==> src/rtl/care_pkg.sv <==
// Shared constants for the care-action path: stat indices, action codes,
// per-action request payloads and the request FSM state encoding.
package care_pkg;

    localparam logic [2:0] STAT_HUNGER    = 3'd0;
    localparam logic [2:0] STAT_HAPPINESS = 3'd1;
    localparam logic [2:0] STAT_HEALTH    = 3'd2;
    localparam logic [2:0] STAT_HYGIENE   = 3'd3;
    localparam logic [2:0] STAT_ENERGY    = 3'd4;
    localparam logic [2:0] STAT_SOCIAL    = 3'd5;

    localparam logic [2:0] ACT_FEED     = 3'd0;
    localparam logic [2:0] ACT_PLAY     = 3'd1;
    localparam logic [2:0] ACT_MEDICINE = 3'd2;
    localparam logic [2:0] ACT_BATH     = 3'd3;
    localparam logic [2:0] ACT_SLEEP    = 3'd4;
    localparam logic [2:0] ACT_CHAT     = 3'd5;

    localparam logic [3:0] FEED_AMT      = 4'd4;
    localparam logic [3:0] PLAY_AMT1     = 4'd3;
    localparam logic [3:0] PLAY_AMT2     = 4'd1;
    localparam logic [3:0] MEDICINE_BASE = 4'd2;
    localparam logic [3:0] BATH_AMT      = 4'd5;
    localparam logic [3:0] SLEEP_AMT     = 4'd6;
    localparam logic [3:0] CHAT_AMT1     = 4'd3;
    localparam logic [3:0] CHAT_AMT2     = 4'd1;

    typedef enum logic [1:0] {
        ST_IDLE     = 2'd0,
        ST_ISSUE1   = 2'd1,
        ST_ISSUE2   = 2'd2,
        ST_COOLDOWN = 2'd3
    } state_t;

    typedef struct packed {
        logic [2:0] sel1;
        logic [3:0] amt1;
        logic       has2;
        logic [2:0] sel2;
        logic [3:0] amt2;
    } payload_t;

    // Lowest-index pressed action among bits 0..5 wins; bits 6..7 never start one.
    function automatic logic [3:0] pick_action(input logic [7:0] press);
        logic [3:0] res;
        res = 4'b0000;
        for (int i = 5; i >= 0; i--) begin
            if (press[i]) res = {1'b1, 3'(i)};
        end
        return res;
    endfunction

    // Request payload for an action; medicine amount is 2 + rnd[1:0].
    function automatic payload_t action_payload(input logic [2:0] act, input logic [1:0] rnd);
        payload_t p;
        p = '0;
        case (act)
            ACT_FEED:     begin p.sel1 = STAT_HUNGER;    p.amt1 = FEED_AMT; end
            ACT_PLAY:     begin p.sel1 = STAT_HAPPINESS; p.amt1 = PLAY_AMT1;
                                p.has2 = 1'b1; p.sel2 = STAT_SOCIAL; p.amt2 = PLAY_AMT2; end
            ACT_MEDICINE: begin p.sel1 = STAT_HEALTH;    p.amt1 = MEDICINE_BASE + {2'b00, rnd}; end
            ACT_BATH:     begin p.sel1 = STAT_HYGIENE;   p.amt1 = BATH_AMT; end
            ACT_SLEEP:    begin p.sel1 = STAT_ENERGY;    p.amt1 = SLEEP_AMT; end
            ACT_CHAT:     begin p.sel1 = STAT_SOCIAL;    p.amt1 = CHAT_AMT1;
                                p.has2 = 1'b1; p.sel2 = STAT_HAPPINESS; p.amt2 = CHAT_AMT2; end
            default:      p = '0;
        endcase
        return p;
    endfunction

endpackage

==> src/rtl/button_debounce.sv <==
// Button conditioning: two-flop synchroniser, one stability counter shared by
// all bits, debounced vector and one-cycle rising-edge press pulses.
module button_debounce #(
    parameter int DEBOUNCE_CYCLES = 270000
) (
    input  logic       clk,
    input  logic       reset_n,
    input  logic [7:0] buttons,
    output logic [7:0] press
);
    localparam int DW = (DEBOUNCE_CYCLES > 1) ? $clog2(DEBOUNCE_CYCLES) : 1;
    localparam logic [DW-1:0] STABLE_LAST = DW'(DEBOUNCE_CYCLES - 1);

    logic [7:0]    sync_a;
    logic [7:0]    sync_b;
    logic [7:0]    sync_prev;
    logic [7:0]    debounced;
    logic [7:0]    debounced_prev;
    logic [DW-1:0] stable_cnt;

    // Bring the asynchronous buttons into the clock domain.
    always_ff @(posedge clk or negedge reset_n) begin
        if (!reset_n) begin
            sync_a <= '0;
            sync_b <= '0;
        end else begin
            sync_a <= buttons;
            sync_b <= sync_a;
        end
    end

    // Any change restarts the count; a full stable window loads the debounced vector.
    always_ff @(posedge clk or negedge reset_n) begin
        if (!reset_n) begin
            sync_prev  <= '0;
            stable_cnt <= '0;
            debounced  <= '0;
        end else begin
            sync_prev <= sync_b;
            if (sync_b != sync_prev) begin
                stable_cnt <= '0;
            end else if (stable_cnt == STABLE_LAST) begin
                debounced <= sync_b;
            end else begin
                stable_cnt <= stable_cnt + DW'(1);
            end
        end
    end

    // Remember the previous debounced vector for edge detection.
    always_ff @(posedge clk or negedge reset_n) begin
        if (!reset_n) debounced_prev <= '0;
        else          debounced_prev <= debounced;
    end

    assign press = debounced & ~debounced_prev;

endmodule

==> src/rtl/care_actions.sv <==
// Care-action request generator. Debounced button presses become one or two
// stat-decrement requests followed by a cooldown.
// Optional build macro CARE_ACTIONS_BONUS_EN: random[4]=1 at acceptance adds
// 1 (saturating at 15) to the primary amount.
// Handshake: req_valid/req_sel/req_amt are held stable until the cycle where
// req_valid & req_ready are both high; that cycle is the transfer. req_valid
// never drops without a transfer except on reset.
module care_actions
    import care_pkg::*;
#(
    parameter int DEBOUNCE_CYCLES = 270000,
    parameter int COOLDOWN_CYCLES = 27000000
) (
    input  logic       clk,
    input  logic       reset_n,
    input  logic [7:0] buttons,
    input  logic [4:0] random,
    output logic       req_valid,
    output logic [2:0] req_sel,
    output logic [3:0] req_amt,
    input  logic       req_ready,
    output logic       busy,
    output logic [2:0] last_action,
    output state_t     state
);
    localparam int CW = (COOLDOWN_CYCLES > 1) ? $clog2(COOLDOWN_CYCLES) : 1;
    localparam logic [CW-1:0] COOL_LOAD = CW'(COOLDOWN_CYCLES - 1);

    logic [7:0]    press;
    logic [3:0]    pick;
    payload_t      start_payload;
    state_t        state_q;
    state_t        state_next;
    logic [CW-1:0] cool_cnt;
    logic          has2_q;
    logic [2:0]    sel2_q;
    logic [3:0]    amt2_q;
    logic          transfer;
    logic          unused_bits;

    button_debounce #(
        .DEBOUNCE_CYCLES(DEBOUNCE_CYCLES)
    ) u_debounce (
        .clk     (clk),
        .reset_n (reset_n),
        .buttons (buttons),
        .press   (press)
    );

    assign unused_bits = ^{random[4:2], press[7:6]};

    // Select the winning action and build its payload for this cycle.
    always_comb begin
        pick          = pick_action(press);
        start_payload = action_payload(pick[2:0], random[1:0]);
`ifdef CARE_ACTIONS_BONUS_EN
        if (random[4] && (start_payload.amt1 != 4'hF)) begin
            start_payload.amt1 = start_payload.amt1 + 4'd1;
        end
`else
`endif
    end

    assign transfer = req_valid && req_ready;

    // Next-state logic for the request sequencer.
    always_comb begin
        state_next = state_q;
        case (state_q)
            ST_IDLE:     if (pick[3])     state_next = ST_ISSUE1;
            ST_ISSUE1:   if (transfer)    state_next = has2_q ? ST_ISSUE2 : ST_COOLDOWN;
            ST_ISSUE2:   if (transfer)    state_next = ST_COOLDOWN;
            ST_COOLDOWN: if (cool_cnt == '0) state_next = ST_IDLE;
            default:                      state_next = ST_IDLE;
        endcase
    end

    // State register.
    always_ff @(posedge clk or negedge reset_n) begin
        if (!reset_n) state_q <= ST_IDLE;
        else          state_q <= state_next;
    end

    // Payload registers, last action and cooldown counter.
    always_ff @(posedge clk or negedge reset_n) begin
        if (!reset_n) begin
            req_sel     <= '0;
            req_amt     <= '0;
            has2_q      <= 1'b0;
            sel2_q      <= '0;
            amt2_q      <= '0;
            last_action <= '0;
            cool_cnt    <= '0;
        end else begin
            if ((state_q == ST_IDLE) && pick[3]) begin
                last_action <= pick[2:0];
                req_sel     <= start_payload.sel1;
                req_amt     <= start_payload.amt1;
                has2_q      <= start_payload.has2;
                sel2_q      <= start_payload.sel2;
                amt2_q      <= start_payload.amt2;
            end else if ((state_q == ST_ISSUE1) && transfer && has2_q) begin
                req_sel <= sel2_q;
                req_amt <= amt2_q;
            end

            if ((state_next == ST_COOLDOWN) && (state_q != ST_COOLDOWN)) begin
                cool_cnt <= COOL_LOAD;
            end else if ((state_q == ST_COOLDOWN) && (cool_cnt != '0)) begin
                cool_cnt <= cool_cnt - CW'(1);
            end
        end
    end

    assign req_valid = (state_q == ST_ISSUE1) || (state_q == ST_ISSUE2);
    assign busy      = (state_q != ST_IDLE);
    assign state     = state_q;

endmodule

==> config.mk <==
export PLATFORM = sky130hd
export DESIGN_NAME = care_actions
export DESIGN_NICKNAME = d
export VERILOG_FILES = /design/src/rtl/care_pkg.sv /design/src/rtl/button_debounce.sv /design/src/rtl/care_actions.sv
export SDC_FILE = /design/constraint.sdc
export NUM_CORES = 1
export LEC_CHECK = 0
export BUFFER_PORTS_ARGS = -buffer_cell sky130_fd_sc_hd__clkbuf_2
export CORE_ASPECT_RATIO = 0.7
export CORE_MARGIN = 3
export CORE_UTILIZATION = 31
export DETAILED_ROUTE_END_ITERATION = 6
export MAX_ROUTING_LAYER = met4
export PLACE_DENSITY = 0.58
export SLEW_MARGIN = 20
export SYNTH_ARGS = -nofsm -noshare
export SYNTH_HDL_FRONTEND = slang
export SYNTH_SLANG_ARGS = --single-unit
==> constraint.sdc <==
create_clock -name clk -period 2.3 [get_ports clk]
set_clock_uncertainty 0.1 [all_clocks]
set_input_delay 0.46 -clock clk [delete_from_list [all_inputs] [get_ports clk]]
set_output_delay 0.46 -clock clk [all_outputs]
set_load 0.01 [all_outputs]
* Word level (Yosys, flattened, before mapping) *
Index checks and enable logic that the tools add are counted.

storage, ports and cells
  word-level logic and storage cells = 70
  output and inout bits = 14
  input port bits = 16
  bits in registers = 100

operators by class
  bitwise gates (word level) = 3
  add/subtract/negate cells = 3
  reduce and logical (&&, ||, !) cells = 15
  mux-type cells = 22
  equality and inequality tests = 13

operators with widths
  kind                   number
  $mux 25                2
  $pmux 7 s6             1
  $mux 19                2
  $mux 4                 8
  $logic_not 25->1       1
  $reduce_bool 25->1     1
  $sub 25x1->25 const B  1
  $add 19x1->19 const B  1
  $eq 19x19->1 const B   1
  $pmux 8 s2             1
  $mux 2                 4
  $ne 8x8->1             1
  $pmux 2 s4             1
  $and 6x6->6            1
  $eq 2x2->1 const B     3
  $eq 3x2->1 const B     2
  $eq 3x3->1 const B     2
  $logic_and 1x1->1      6
  $mux 3                 2
  $not 6->6              1
  $reduce_bool 2->1      3
  $add 2x2->3 const A    1
  $eq 3x1->1 const B     1
  $logic_not 3->1        1
  8 further kinds        8

* Depth between registers and ports, before layout *
  depth after elaboration = 13
  mapped depth = 9
  gate-level depth less buffers = 7

* By module *
From an unflattened synthesis, not the netlist that was laid out.

second synthesis, totals
  cells, all modules = 399
  area, all modules = 4425.5 um^2

modules (own cells, without submodules)
  module           instances  area each (um^2)  sequential area each (um^2)  cells each
  button_debounce  1          2302.2            1476.4                       176
  care_actions     1          2123.3            950.9                        223

* Worst setup path after synthesis *
Ideal clock, no wire load.

  path type = register -> register
  from = register state_q[1], in the netlist state[1]
  to = register cool_cnt[17]
  stages on the path, launching flop included = 10
  clock period less this slack = 2.316 ns
  data arrival time = 2.151 ns
  setup slack = -0.016 ns
  required time = 2.134 ns
  library setup time = 0.066 ns
  cell sequence = dfrtp_1 inv_1 ha_1 nand3_1 a21oi_1 a211o_1 a2111o_1 buf_2 buf_2 nand2_1

on the way
  word-level cells in the longest chain between the ends = 8
  elaborated cells on any way between the ends = 17
  classes of those cells = eq/ne (5); mux (6); reduce/logical (6)

RTL lines
  element                                              RTL line                                text
  from (decl)                                          care_actions.sv:32                      state_t state_q;
  from (signal assigned)                               care_actions.sv:81                      else state_q <= state_next;
  $eq 2x1->1 / $eq 2x2->1 (equally long branches)      care_actions.sv:115                     assign req_valid = (state_q == ST_ISSUE1) || (state_q == ST_ISSUE2);
  $logic_or 1x1->1 (*)                                 care_actions.sv:115
  via req_valid                                        care_actions.sv:18                      output logic req_valid,
  $logic_and 1x1->1 (*)                                care_actions.sv:64                      assign transfer = req_valid && req_ready;
  $mux 2 (on tied branches)                            care_actions.sv:72, care_actions.sv:71
  $pmux 2 s4 (*)                                       care_actions.sv:69                      case (state_q)
  $eq 2x2->1 (*)                                       care_actions.sv:107                     if ((state_next == ST_COOLDOWN) && (state_q != ST_COOLDOWN)) begin
  $logic_and 1x1->1 (*)                                care_actions.sv:107
  $mux 25 / $reduce_bool 2->1 (equally long branches)  -
  to (signal assigned)                                 care_actions.sv:110                     cool_cnt <= cool_cnt - CW'(1);
  to (decl)                                            care_actions.sv:34                      logic [CW-1:0] cool_cnt;

The timed path passes the listed nets; every way through them passes the cells marked *.
A chain may end at the register's enable or synchronous reset.

* Final worst setup path *
  from = register state_q[1], in the netlist state[1]
  to = register cool_cnt[1]

on the way
  word-level cells in the longest chain between the ends = 8
  elaborated cells on any way between the ends = 17
  classes of those cells = eq/ne (5); mux (6); reduce/logical (6)

RTL lines
  element                                              RTL line
  $eq 2x1->1 / $eq 2x2->1 (equally long branches)      care_actions.sv:69, care_actions.sv:115
  $logic_or 1x1->1                                     care_actions.sv:115
  $logic_and 1x1->1                                    care_actions.sv:64
  $mux 2 (on tied branches)                            care_actions.sv:72, care_actions.sv:71
  $pmux 2 s4                                           care_actions.sv:69
  $eq 2x2->1                                           care_actions.sv:107
  $logic_and 1x1->1                                    care_actions.sv:107
  $mux 25 / $reduce_bool 2->1 (equally long branches)  -

Several ways; a longest one is shown, not always the timed one.

==> flow_summary.json <==
{
  "p_leak_nw": 2.14,
  "antenna_found_initial": 0,
  "crit_path_cell_trace": "inv_1, ha_4, nand3_1, a21oi_1, a211o_1, a2111o_1, buf_4, o211ai_1",
  "critical_path.top_delay_family": "compound AO/OA/AOI/OAI gates",
  "track_usage": 0.126,
  "worst_slack_ns": 0.120,
  "critPathArrivalTime_ns": 2.34,
  "power.total_mw": 4.36,
  "fin_nets": 459,
  "slowest_delay_ns": 0.44,
  "place_area_um2": 4770,
  "utilization": 0.397,
  "ys_warn_count": 0,
  "start_util": 0.328,
  "grt_max_degree": 45,
  "cp-start-kind": "flip-flop",
  "ir_worst_vdd_v": 0.000429,
  "io_pins": 30,
  "routabilityCongestion": 0.832,
  "seq_area_frac_synth": 0.554,
  "relSlewSlack": 0.623,
  "synth_edf_count": 0,
  "ys_types": 57,
  "path_clk_slew_ns": 0.07,
  "drc_errors": 0,
  "antenna_cells": 0,
  "numPortBuffers": 25,
  "fp.dieW_um": 145,
  "setup_violations": 0,
  "multi_input_area_um2": 1800,
  "yosys.area.top_type": "dfrtp_1",
  "cp-end-kind": "flip-flop",
  "critPathSlowestCell": "a2111o_1",
  "core-area_um2": 12800,
  "cts_buffers": 9,
  "status": "completed",
  "netlist_top_cells_count": "dfrtp_1 (93), nand2_1 (34), nor2_1 (30)",
  "fp.dieArea_um2": 15000,
  "synth_area_um2": 4200,
  "hold_viol": 0,
  "tightestPinTransition_ns": 0.566,
  "r2r_slack_ns": 0.12,
  "instances_no_fill": 621,
  "rows": 34,
  "worstPathBufferInverterCount": 2,
  "dp_cells": 605,
  "cts_tree": "built",
  "synth_area_leaders": "dfrtp_1 (55%), xor2_1 (4.6%), nand2_1 (3.0%)",
  "vias": 2985,
  "min_period_ns": 2.18,
  "syn-num-nets": 402,
  "async_flop_share": 1.00,
  "dp_hpwl_um": 6120,
  "postSynthCellCount": 379,
  "yosysTopAreaCellShare": 0.554,
  "wire_per_inst_um": 13.5,
  "cts_max_level": 3,
  "drt-total-wl_um": 8370,
  "yosysMostFrequentCell": "dfrtp_1",
  "place_ws_ns": 0.0510,
  "cts_root_buffer": "clkbuf_16",
  "first_pass_iters": 4,
  "path_max_fanout": 12,
  "grt_pass1_vias": 3081,
  "postCtsSetupBuffers": 0,
  "area_growth_pct": 21.2,
  "syn_avg_cell_area_um2": 11.1,
  "die_height_um": 103,
  "clock-sinks": 93,
  "hp-class": "input port to asynchronous set/reset pin",
  "clkLatencyLatePin_ns": 0.34,
  "drive_gt1_frac": 0.218,
  "clockBufferDepth": 2,
  "grt_pass1_wl_um": 14900,
  "via_per_inst": 4.81,
  "fillCellCount": 1231,
  "crit_type": "flip-flop to flip-flop",
  "grt_overflow_total": 0,
  "power.density_nw_per_um2": 856,
  "synth_flop_cell": "dfrtp_1",
  "crit_required_ns": 2.46,
  "fmax_ghz": 0.459,
  "ctsHoldBuffers": 0,
  "final_area_um2": 5090,
  "first_iter_violations": 194,
  "rsz0062_at_grt": "no",
  "maxCapViolations": 0,
  "yosys_register_bits": 93,
  "drt.antenna.violating_nets": 0,
  "seq_area_um2": 2330,
  "slew_violations": 0,
  "setup_tns_ns": 0,
  "whs_ns": 0.0112,
  "finalCritPeriodShare": 0.948
}
==> metal layers <==
metal	vias up	track usage	routed length, um
met3	11	0.0335	344
met2	43	0.184	3410
met4	0	0.0401	104
li1	1464	-	-
met1	1467	0.172	4510
met5	-	-	0
==> power by group <==
part	switching (mW)	internal [mW]	total [mW]
clock	0.694	0.792	1.49
combinational	0.561	0.438	1.00
sequential	0.115	1.75	1.87
total	1.37	2.99	4.36
==> worst paths after layout <==
path	start	cells after the start	to
max	state[1]	8	cool_cnt[1]
min	reset_n	1	u_debounce.stable_cnt[13]
max reg2reg	state[1]	8	cool_cnt[1]
min reg2reg	u_debounce.sync_a[7]	0	u_debounce.sync_b[7]
max in group asynchronous	reset_n	2	state[1]
min in group clk	buttons[7]	1	u_debounce.sync_a[7]
==> worst reg2reg max path, stage by stage (launching register included) <==
cell and delay [ns]:
dfrtp_2 0.40, inv_1 0.13, ha_4 0.23, nand3_1 0.08, a21oi_1 0.09, a211o_1 0.31, a2111o_1 0.44, buf_4 0.20
o211ai_1 0.11
==> final cells by class <==
cell class	instances	area share
clock buffer	10	0.0470
clock inverter	6	0.0121
sequential	93	0.458
multi-input combinational	264	0.353
tap	180	0.0443
inverter	10	0.00738
timing repair buffer	58	0.0787
==> state kept, by name, summed over array words and instances, names as in the netlist <==
| signal | count |
|---|---|
| u_debounce.sync_prev | 8 |
| u_debounce.debounced | 6 |
| state | 2 |
| cool_cnt | 25 |
| u_debounce.sync_b | 8 |
| u_debounce.debounced_prev | 6 |
| u_debounce.stable_cnt | 19 |
| u_debounce.sync_a | 8 |
| req_sel | 3 |
| req_amt | 3 |
| sel2_q | 2 |
| last_action | 3 |
==> repair_timing <==
action                                 in CTS  in global routing
gates resized for setup                     0                  4
setup endpoints to repair                   0                  3
endpoints found under the hold margin       0                  0
==> cells in the final DEF (no fill, tap or decap), drive strengths merged, types with 14 or more instances in the layout <==
cell type | netlist | layout
a21oi | 14 | 14
nand3 | 15 | 15
xor2 | 22 | 22
dfrtp | 93 | 93
nor2 | 30 | 30
buf | 8 | 34
nand2 | 37 | 37
inv | 10 | 14
clkbuf | 4 | 34
==> logic make-up (layout without fill, tap and decap cells) <==
logic type | after synthesis | after routing | synth area share
compound gates | 64 | 64 | 0.108
xor+xnor | 35 | 35 | 0.0730
fa+ha+maj | 7 | 7 | 0.0209
buf+inv | 22 | 84 | 0.0253
flops | 93 | 93 | 0.554
mux | 8 | 8 | 0.0209
other cells | 1 | 1 | 0.000893
simple gates | 149 | 149 | 0.197
Power figures use the tool's default switching activity.
